**src/rtl/truth_table_scanner.sv**
```systemverilog
// truth_table_scanner: drives all 16 vectors into a 4-input function, captures its truth table and compares it to an expected mask
module truth_table_scanner #(
  parameter int SETTLE = 1
) (
  input  logic        clk,
  input  logic        rst,
  input  logic        start,
  input  logic        abort,
  input  logic [15:0] expected,
  output logic [3:0]  x_out,
  input  logic        f_in,
  output logic        busy,
  output logic        done,
  output logic [15:0] table_out,
  output logic [4:0]  mismatch_cnt,
  output logic        pass,
  output logic        fail_valid,
  output logic [3:0]  first_fail
);
  localparam logic [3:0] WLAST = (SETTLE <= 1) ? 4'd0 : 4'(SETTLE - 1);
  typedef enum logic [1:0] {IDLE, APPLY, SAMPLE, DONE} state_t;
  state_t state, state_nx;
  logic [3:0] idx, wcnt;
  logic [15:0] exp_q;
  logic pass_q, miss;
  assign miss  = f_in != exp_q[idx];
  assign x_out = idx;
  assign busy  = (state == APPLY) || (state == SAMPLE);
  assign done  = state == DONE;
  assign pass  = done ? (mismatch_cnt == 5'd0) : pass_q;
  always_comb begin
    state_nx = state;
    case (state)
      IDLE:    state_nx = start ? APPLY : IDLE;
      APPLY:   state_nx = abort ? IDLE : (wcnt == WLAST ? SAMPLE : APPLY);
      SAMPLE:  state_nx = abort ? IDLE : (idx == 4'd15 ? DONE : APPLY);
      default: state_nx = IDLE;
    endcase
  end
  always_ff @(posedge clk or posedge rst) begin
    if (rst) begin
      state        <= IDLE;
      idx          <= '0;
      wcnt         <= '0;
      exp_q        <= '0;
      table_out    <= '0;
      mismatch_cnt <= '0;
      pass_q       <= 1'b0;
      fail_valid   <= 1'b0;
      first_fail   <= '0;
    end else begin
      state <= state_nx;
      case (state)
        IDLE: if (start) begin
          exp_q        <= expected;
          table_out    <= '0;
          mismatch_cnt <= '0;
          pass_q       <= 1'b0;
          fail_valid   <= 1'b0;
          first_fail   <= '0;
          idx          <= '0;
          wcnt         <= '0;
        end
        APPLY: if (!abort) wcnt <= wcnt + 4'd1;
        SAMPLE: if (!abort) begin
          table_out[idx] <= f_in;
          if (miss) begin
            mismatch_cnt <= mismatch_cnt + 5'd1;
            if (!fail_valid) begin
              first_fail <= idx;
              fail_valid <= 1'b1;
            end
          end
          if (idx != 4'd15) begin
            idx  <= idx + 4'd1;
            wcnt <= '0;
          end
        end
        default: pass_q <= mismatch_cnt == 5'd0;
      endcase
    end
  end
endmodule

```
**config.mk**
```make
export PLATFORM = sky130hd
export DESIGN_NAME = truth_table_scanner
export DESIGN_NICKNAME = d
export VERILOG_FILES = /design/src/rtl/truth_table_scanner.sv
export SDC_FILE = /design/constraint.sdc
export NUM_CORES = 1
export LEC_CHECK = 0
export ABC_AREA = 0
export CORE_MARGIN = 5
export CORE_UTILIZATION = 50
export DETAILED_ROUTE_END_ITERATION = 10
export PLACE_DENSITY = 0.83
export RECOVER_POWER = 25
export SLEW_MARGIN = 20
export SYNTH_ARGS = -nofsm -noshare
export SYNTH_HDL_FRONTEND = slang
export SYNTH_SLANG_ARGS = --single-unit
```
**constraint.sdc**
```tcl
create_clock -name clk -period 3 [get_ports clk]
set_input_delay 0.3 -clock clk [delete_from_list [all_inputs] [get_ports clk]]
set_output_delay 0.3 -clock clk [all_outputs]
set_load 0.005 [all_outputs]
```
======== Yosys cells after proc, flatten, opt, wreduce, memory -nomap -nowiden ========
Cells that the tools add are included.
cells by class
  equality and inequality tests ........... 12
  add/subtract/negate cells ............... 3
  multiplexer cells ....................... 36
  order comparisons ....................... 2
  reductions and logical operators ........ 15
  bitwise operators ....................... 1
operator list
  operator                                                    count
  two-way mux 4 bit                                           9
  two-way mux 16 bit                                          2
  one-hot mux 16 bit (2 select lines)                         1
  bitwise mux 16 bit                                          1
  one-hot mux 4 bit (2 select lines)                          2
  two-way mux 5 bit                                           3
  one-hot mux 4 bit (3 select lines)                          1
  != test 2 bit, second input constant                        5
  one-hot mux 5 bit (2 select lines)                          1
  AND reduction 5 bit                                         2
  adder 4 x 1 -> 4 bit, second input constant                 2
  two-way mux 2 bit                                           4
  AND reduction 4 bit                                         2
  two-way mux 1 bit                                           7
  one-hot mux 2 bit (3 select lines)                          1
  adder 5 x 1 -> 5 bit, second input constant                 1
  zero test 5 bit                                             1
  less-than comparator 4 x 5 -> 1 bit, second input constant  1
  binary-select mux 1 bit (select 4 bit)                      1
  demux 1 bit (select 4 bit)                                  1
  equality test 2 bit, second input constant                  2
  equality test 4 bit, second input constant                  1
  >= comparator 4 x 1 -> 1 bit, second input constant         1
  zero test 4 bit                                             1
  14 further kinds                                            16
storage, ports and cells
  word-level logic and storage cells ...... 78
  input bits .............................. 21
  register bits ........................... 53
  output and inout port bits .............. 33

======== Logic depth before layout (Yosys ltp) ========
Gate-level depths: netlist (run 1).
  depth in word-level cells ............... 7
  gate-level depth with buffers ........... 9
  depth with buffers taken out ............ 7

======== Worst setup path after synthesis (run 1) ========
OpenSTA, ideal clock, no wires.
  path kind ............................... register to register
  from .................................... reg idx[0] (netlist: x_out[0])
  to ...................................... reg mismatch_cnt[0]
  clock period less this slack ............ 2.483 ns
  buffers on the path ..................... 1
  library setup time ...................... 0.125 ns
  data required time ...................... 2.875 ns
  arrival ................................. 2.358 ns
  slack ................................... 0.517 ns
  cell stages (with the launch flop) ...... 7
  path through ............................ dfrtp_1 > buf_6 > mux2_1 > mux4_2 > mux2_4 > or3_4 > mux2_4
on the way
  cells in the longest elaborated chain, start to end .. 5
RTL lines
  element                                  RTL line  source
  start, declared                          23        logic [3:0] idx, wcnt;
  start signal, assigned                   75        idx <= idx + 4'd1;
  binary-select mux 1 bit (select 4 bit)   26        assign miss = f_in != exp_q[idx];
  two-way mux 1 bit (not written as such)  26
  != test 1 bit                            26
  != test 2 bit (no line)                  -
  AND reduction 4 bit (no line)            -
  end signal, assigned                     68        mismatch_cnt <= mismatch_cnt + 5'd1;
  end, declared                            15        output logic [4:0] mismatch_cnt,
Every way passes these cells. The select of a mux whose other input is x is not followed.
A chain may end at the register's enable or synchronous reset.

======== Worst setup path in the final report (run 1) ========
Same ends and word-level chain as after synthesis.

==> results of run 1 <==
-- metal layers --
| metal | track usage | vias to the layer above |
|---|---|---|
| li1 | - | 1036 |
| met1 | 0.227 | 1062 |
| met2 | 0.303 | 65 |
| met3 | 0.0412 | 8 |
| met4 | 0.0576 | 0 |
| met5 | 0 | - |
-- critical path, cell delays in order, from the launching register on --
cell	delay (ps)
dfrtp_1	710
mux2_1	370
mux4_2	510
mux2_4	340
or3_4	420
mux2_4	260
-- through the flow --
step	setup slack (ps)	instances
floorplan	517	255
global placement	356	374
detailed placement	290	374
CTS	272	381
global route	212	381
finish	278	381
-- final timing paths --
| check | start | end | slack, ps | cells after the start |
|---|---|---|---|---|
| max | x_out[0] | mismatch_cnt[0] | 280 | 5 |
| min | wcnt[3] | wcnt[3] | 500 | 1 |
| max reg2reg | x_out[0] | mismatch_cnt[0] | 280 | 5 |
| min reg2reg | wcnt[3] | wcnt[3] | 500 | 1 |
| max in group asynchronous | rst | mismatch_cnt[0] | 1390 | 3 |
| min in group asynchronous | rst | table_out[13] | 850 | 3 |
-- logic make-up after synthesis --
kind of cell | count (synthesis) | share of synthesized area
XOR/XNOR | 3 | 0.00940
flip-flops | 53 | 0.474
adder cells (fa/ha/maj) | 12 | 0.0537
AO/OA/AOI/OAI | 73 | 0.167
buffers and inverters | 23 | 0.0336
multiplexers | 34 | 0.152
AND/OR/NAND/NOR | 57 | 0.110
-- state kept, by name, summed over array words and instances, names as in the netlist --
register,flops
x_out,4
wcnt,4
pass_q,1
fail_valid,1
state,2
exp_q,16
table_out,16
first_fail,4
mismatch_cnt,5
-- cells in the mapped netlist, types with 5 or more instances --
library cell	n	area share
clkbuf_1	9	0.012
mux2_2	17	0.068
inv_1	12	0.016
mux2_4	7	0.038
mux2i_1	5	0.018
nor2_1	8	0.011
nand3_1	13	0.023
ha_1	12	0.054
nand2_1	12	0.016
dfrtp_1	53	0.47
o21ai_0	37	0.066
a21boi_0	14	0.038
-- cell type report --
class,instances,area (sq um),share of cell area
multi-input combinational,179,1380,0.392
sequential,53,1330,0.378
timing repair buffer,58,566,0.161
tap,72,90.1,0.0257
clock buffer,5,68.8,0.0196
inverter,12,45.0,0.0128
clock inverter,2,35.0,0.00999
-- where the power goes --
| part | internal (mW) | switching (mW) |
|---|---|---|
| combinational | 0.553 | 0.470 |
| clock | 0.243 | 0.218 |
| sequential | 0.876 | 0.141 |
| total | 1.67 | 0.829 |
==> key figures, run 1 <==
Status
  – Outcome: complete, no violations

Die
  – Chip width: 84.8 um
  – Starting Density: 0.511
  – Die area: 0.00719 sq mm
  – Chip height: 84.8 um
  – Number of placed I/O pins: 54
  – Core region area: 0.00547 sq mm
  – Row count: 27

Cells and area
  – Layout cell share with drive strength beyond 1: 0.133
  – Final Core Density: 0.641
  – Top library cells by usage in the layout, fill and taps aside: dfrtp_1, clkdlybuf4s50_1, o21ai_0, mux2_2, a21boi_0
  – Number of antenna cells inserted: 0
  – Area growth from synthesis to final layout: 25.4%
  – Total number of nets in the final design: 342
  – Filler instances: 452
  – Most common cell after layout, fill and taps aside: dfrtp_1
  – Design Area, Final: 0.00351 sq mm

Synth
  – Dominant synthesized flop cell: dfrtp_1
  – Number of warnings reported in the yosys synthesis log: 0
  – Sequential fraction of the synthesis area: 0.474
  – Netlist area before placement: 0.00280 sq mm
  – Synthesized instance count: 255
  – Syn nets: 288
  – Async set or reset register ratio after synthesis: 1.00
  – Synthesized area per cell: 11.0 sq um
  – Register bit total from synthesis: 53
  – Count of unique library cells instantiated by Yosys: 42
  – EDFF count, synth: 0

Global routing
  – Antenna violations before repair: 0
  – Largest net degree at the start of global routing: 54
  – Residual overflow from global routing: 0
  – GR Util All Layers: 0.179
  – Number of global-route vias before repair: 2168
  – Global-route wire length before repair: 10400 um

Timing
  – Fin. max-slew vios: 0
  – Slew Limit Headroom: 0.156
  – Final hold slack: 505 ps
  – Max Clock Freq: 367 MHz
  – Worst-Margin Slew: 1270 ps
  – Total negative slack: 0 ps
  – Final setup viols: 0
  – Number of endpoints with negative hold slack in the final report: 0
  – Final clock skew: 8.27 ps
  – Fin crit share: 0.907
  – Setup repair after global routing missed its margin: false
  – Final worst path period need: 2720 ps

Critical path
  – Startpoint types: flop
  – Top fanout value on the critical path: 14
  – Type of destination of the critical path: flop
  – WP data arrival: 2910 ps
  – Critical path type: reg2reg
  – WP data required: 3190 ps

Placement
  – Total half-perimeter wirelength after legalization and detailed placement: 4550 um
  – Area post-placement: 0.00341 sq mm
  – Final weighted congestion in routability-driven placement: 0.823
  – Number of input and output port buffers inserted: 53

Clock tree
  – Sink Count: 53
  – CTS H-Tree Depth: 2
  – Number of hold buffers added after cts: 0
  – Total clock buffers created by CTS: 5
  – CTS max path bufs: 2
  – Resized Gates After CTS: 0
  – Clock slew seen by the registers of the worst setup and hold paths: 90 ps
  – Clock tree from TritonCTS: yes
  – Buffers inserted by post-CTS timing repair: 0
  – Clock network latency to the later pin of the worst-skew pair: 310 ps
  – Buffer cell driving the clock tree root: clkbuf_8

Power and ir drop
  – Total leakage power: 1.50 nW
  – Design Power: 2.50 mW
  – Cell Pwr Density: 713 mW/mm^2
  – Maximum ir drop on the vdd rail: 0.000455 V

Worst hold path
  – Worst Hold Class: reg2reg

Run
  – Number of maximum-capacitance violations: 0

Detailed routing
  – First DRT Iteration DRCs: 126
  – Post-Route WL: 6150 um
  – Total vias in the final route: 2171
  – Remaining antenna violation count: 0
  – Routed met1 length: 2570 um
  – Met2 layer wire length in the routed design: 3150 um
  – DRC violation count after routing: 0
  – Routed len/inst: 16.1 um
  – Pre-antenna DRT Iters: 4
  – Ratio of routed vias to standard cells: 5.70
  – Wire length on met3: 346 um
  – Highest routed metal layer: met4
Note: power is estimated with default switching activity, not from simulation.
==> run 2: changes to the inputs <==
--- a/config.mk
+++ b/config.mk
@@ -11,7 +11,7 @@
 export DETAILED_ROUTE_END_ITERATION = 10
 export PLACE_DENSITY = 0.83
 export RECOVER_POWER = 25
-export SLEW_MARGIN = 20
+export SLEW_MARGIN = 10
 export SYNTH_ARGS = -nofsm -noshare
 export SYNTH_HDL_FRONTEND = slang
 export SYNTH_SLANG_ARGS = --single-unit
==> results of run 2 <==
The final DEF is identical to that of run 1; final timing and power are the same.
==> run 3: changes to the inputs <==
--- a/config.mk
+++ b/config.mk
@@ -6,6 +6,7 @@
 export NUM_CORES = 1
 export LEC_CHECK = 0
 export ABC_AREA = 0
+export CORE_ASPECT_RATIO = 1.75
 export CORE_MARGIN = 5
 export CORE_UTILIZATION = 50
 export DETAILED_ROUTE_END_ITERATION = 10
==> run 3 against run 2 <==
First-iteration DRC count shrank 18%; sequential cell count is the same; power grew 0.91%.
==> key figures, run 3 (synthesis gave the netlist of run 1 again) <==
Status
  – Outcome: complete, no violations

Global routing
  – Residual overflow from global routing: 0 (unchanged)
  – Global-route wire length before repair: 10400 um (about the same)
  – Antenna violations before repair: 0 (unchanged)
  – GR Util All Layers: 0.187 (+0.00758)
  – Largest net degree at the start of global routing: 54 (unchanged)
  – Number of global-route vias before repair: 2193 (+1.2%)

Power and ir drop
  – Design Power: 2.52 mW (+0.91%)
  – Total leakage power: 1.50 nW (about the same)
  – Gate power share: 0.406 (-0.003)
  – Int Pwr: 1.68 mW (+0.42%)
  – Switching share of power: 0.335 (+0.00323)
  – Cell Pwr Density: 716 mW/mm^2 (+0.44%)
  – Reported net switching power: 0.845 mW (+1.9%)
  – Clock power frac: 0.194 (+0.010)
  – Maximum ir drop on the vdd rail: 0.000626 V (+38%)
  – Proportion of power drawn by flip-flops and latches: 0.400 (-0.007)

Die
  – Starting Density: 0.509 (-0.00209)
  – Die area: 0.00725 sq mm (+0.82%)
  – Core region area: 0.00550 sq mm (+0.41%)
  – Number of placed I/O pins: 54 (unchanged)
  – Row count: 36 (+33%)
  – Chip height: 109 um (+28%)
  – Chip width: 66.5 um (-22%)

Clock tree
  – Total clock buffers created by CTS: 5 (unchanged)
  – Number of hold buffers added after cts: 0 (unchanged)
  – Resized Gates After CTS: 0 (unchanged)
  – Buffer cell driving the clock tree root: clkbuf_8
  – Clock slew seen by the registers of the worst setup and hold paths: 100 ps (about the same)
  – Clock tree from TritonCTS: yes
  – CTS max path bufs: 2 (unchanged)
  – Clock network latency to the later pin of the worst-skew pair: 310 ps (about the same)
  – CTS H-Tree Depth: 2 (unchanged)
  – Buffers inserted by post-CTS timing repair: 0 (unchanged)
  – Sink Count: 53 (unchanged)

Detailed routing
  – Routed met1 length: 2510 um (-2.2%)
  – Met2 layer wire length in the routed design: 3440 um (+9.0%)
  – Ratio of routed vias to standard cells: 5.60 (-1.7%)
  – First DRT Iteration DRCs: 103 (-18%)
  – Wire length on met3: 266 um (-23%)
  – Post-Route WL: 6320 um (+2.8%)
  – Highest routed metal layer: met4
  – Total vias in the final route: 2163 (-0.37%)
  – Pre-antenna DRT Iters: 4 (unchanged)
  – Routed len/inst: 16.4 um (+1.5%)
  – DRC violation count after routing: 0 (unchanged)
  – Remaining antenna violation count: 0 (unchanged)

Cells and area
  – Layout cell share with drive strength beyond 1: 0.135 (+0.00280)
  – Most common cell after layout, fill and taps aside: dfrtp_1
  – Final Core Density: 0.641 (about the same)
  – Number of antenna cells inserted: 0 (unchanged)
  – Design Area, Final: 0.00352 sq mm (+0.46%)
  – Total number of nets in the final design: 342 (unchanged)
  – Number of non-filler instances in the completed layout: 386 (+1.3%)
  – Area growth from synthesis to final layout: 26.0%
  – Top library cells by usage in the layout, fill and taps aside: dfrtp_1, clkdlybuf4s50_1, o21ai_0, mux2_2, a21boi_0
  – Registers with the highest flip-flop counts: exp_q x16, table_out x16, mismatch_cnt x5
  – Filler instances: 457 (+1.1%)

Critical path
  – WP data required: 3200 ps (about the same)
  – Top fanout value on the critical path: 10 (-4)
  – Startpoint types: flop
  – WP data arrival: 2820 ps (-90 ps)
  – Critical path type: reg2reg
  – Type of destination of the critical path: flop

Timing
  – Worst-Margin Slew: 1300 ps (+36.7 ps)
  – Final setup viols: 0 (unchanged)
  – Final hold slack: 489 ps (-16.2 ps)
  – Fin. max-slew vios: 0 (unchanged)
  – Max Clock Freq: 382 MHz (+4.1%)
  – Fin crit share: 0.872 (-0.0357)
  – Setup repair after global routing missed its margin: false
  – Slew Limit Headroom: 0.131 (-0.0245)
  – Final worst path period need: 2610 ps (-107 ps)
  – Number of endpoints with negative hold slack in the final report: 0 (unchanged)
  – Final clock skew: 10.5 ps (+2.23 ps)
  – Final worst setup slack: 385 ps (+107 ps)
  – Total negative slack: 0 ps (unchanged)

Placement
  – Number of placed instances with taps included: 378 (+1.1%)
  – Final weighted congestion in routability-driven placement: 0.821 (-0.26%)
  – Worst-case setup slack after placement: 397 ps (+107 ps)
  – Area post-placement: 0.00341 sq mm (+0.15%)
  – Number of input and output port buffers inserted: 53 (unchanged)
  – Total half-perimeter wirelength after legalization and detailed placement: 4620 um (+1.5%)

Run
  – Number of maximum-capacitance violations: 0 (unchanged)

Worst hold path
  – Worst Hold Class: reg2reg
-- run 3: power by group through the flow --
stage | clock, mW | combinational, mW | sequential (mW)
floorplan | 0 | 0.771 | 0.969
global placement | 0 | 0.991 | 1.02
detailed placement | 0 | 1.03 | 1.03
CTS | 0.492 | 1.03 | 1.01
global route | 0.520 | 1.12 | 1.04
finish | 0.490 | 1.02 | 1.01
-- run 3: critical path, stage by stage, from the launching register on --
cell     delay (ps)
dfrtp_1         630
mux2_2          380
mux4_2          500
mux2_4          340
or3_4           400
mux2_4          260
-- run 3: area by class of cell --
type / instances / area, sq um / share of cell area
Clock inverter: 3 / 46.3 / 0.0131
Tap cell: 76 / 95.1 / 0.0270
Clock buffer: 5 / 68.8 / 0.0195
Inverter: 12 / 45.0 / 0.0128
Multi-Input combinational cell: 179 / 1380 / 0.391
Timing Repair Buffer: 58 / 566 / 0.161
Sequential cell: 53 / 1330 / 0.376
-- run 3: worst paths after layout --
| kind | startpoint | to | slack [ps] | cells after the start |
|---|---|---|---|---|
| worst min register to register | wcnt[3] | wcnt[3] | 490 | 1 |
| worst min-delay path | wcnt[3] | wcnt[3] | 490 | 1 |
| min in group asynchronous | rst | table_out[9] | 850 | 3 |
| worst max-delay path | x_out[0] | mismatch_cnt[0] | 390 | 5 |
| worst max register to register | x_out[0] | mismatch_cnt[0] | 390 | 5 |
| max in group asynchronous | rst | x_out[3] | 1360 | 3 |
-- run 3: routing by layer --
| layer | vias up | global-route usage |
|---|---|---|
| met5 | - | 0 |
| met4 | 0 | 0.0669 |
| met3 | 9 | 0.0299 |
| met2 | 58 | 0.326 |
| met1 | 1066 | 0.229 |
| li1 | 1030 | - |
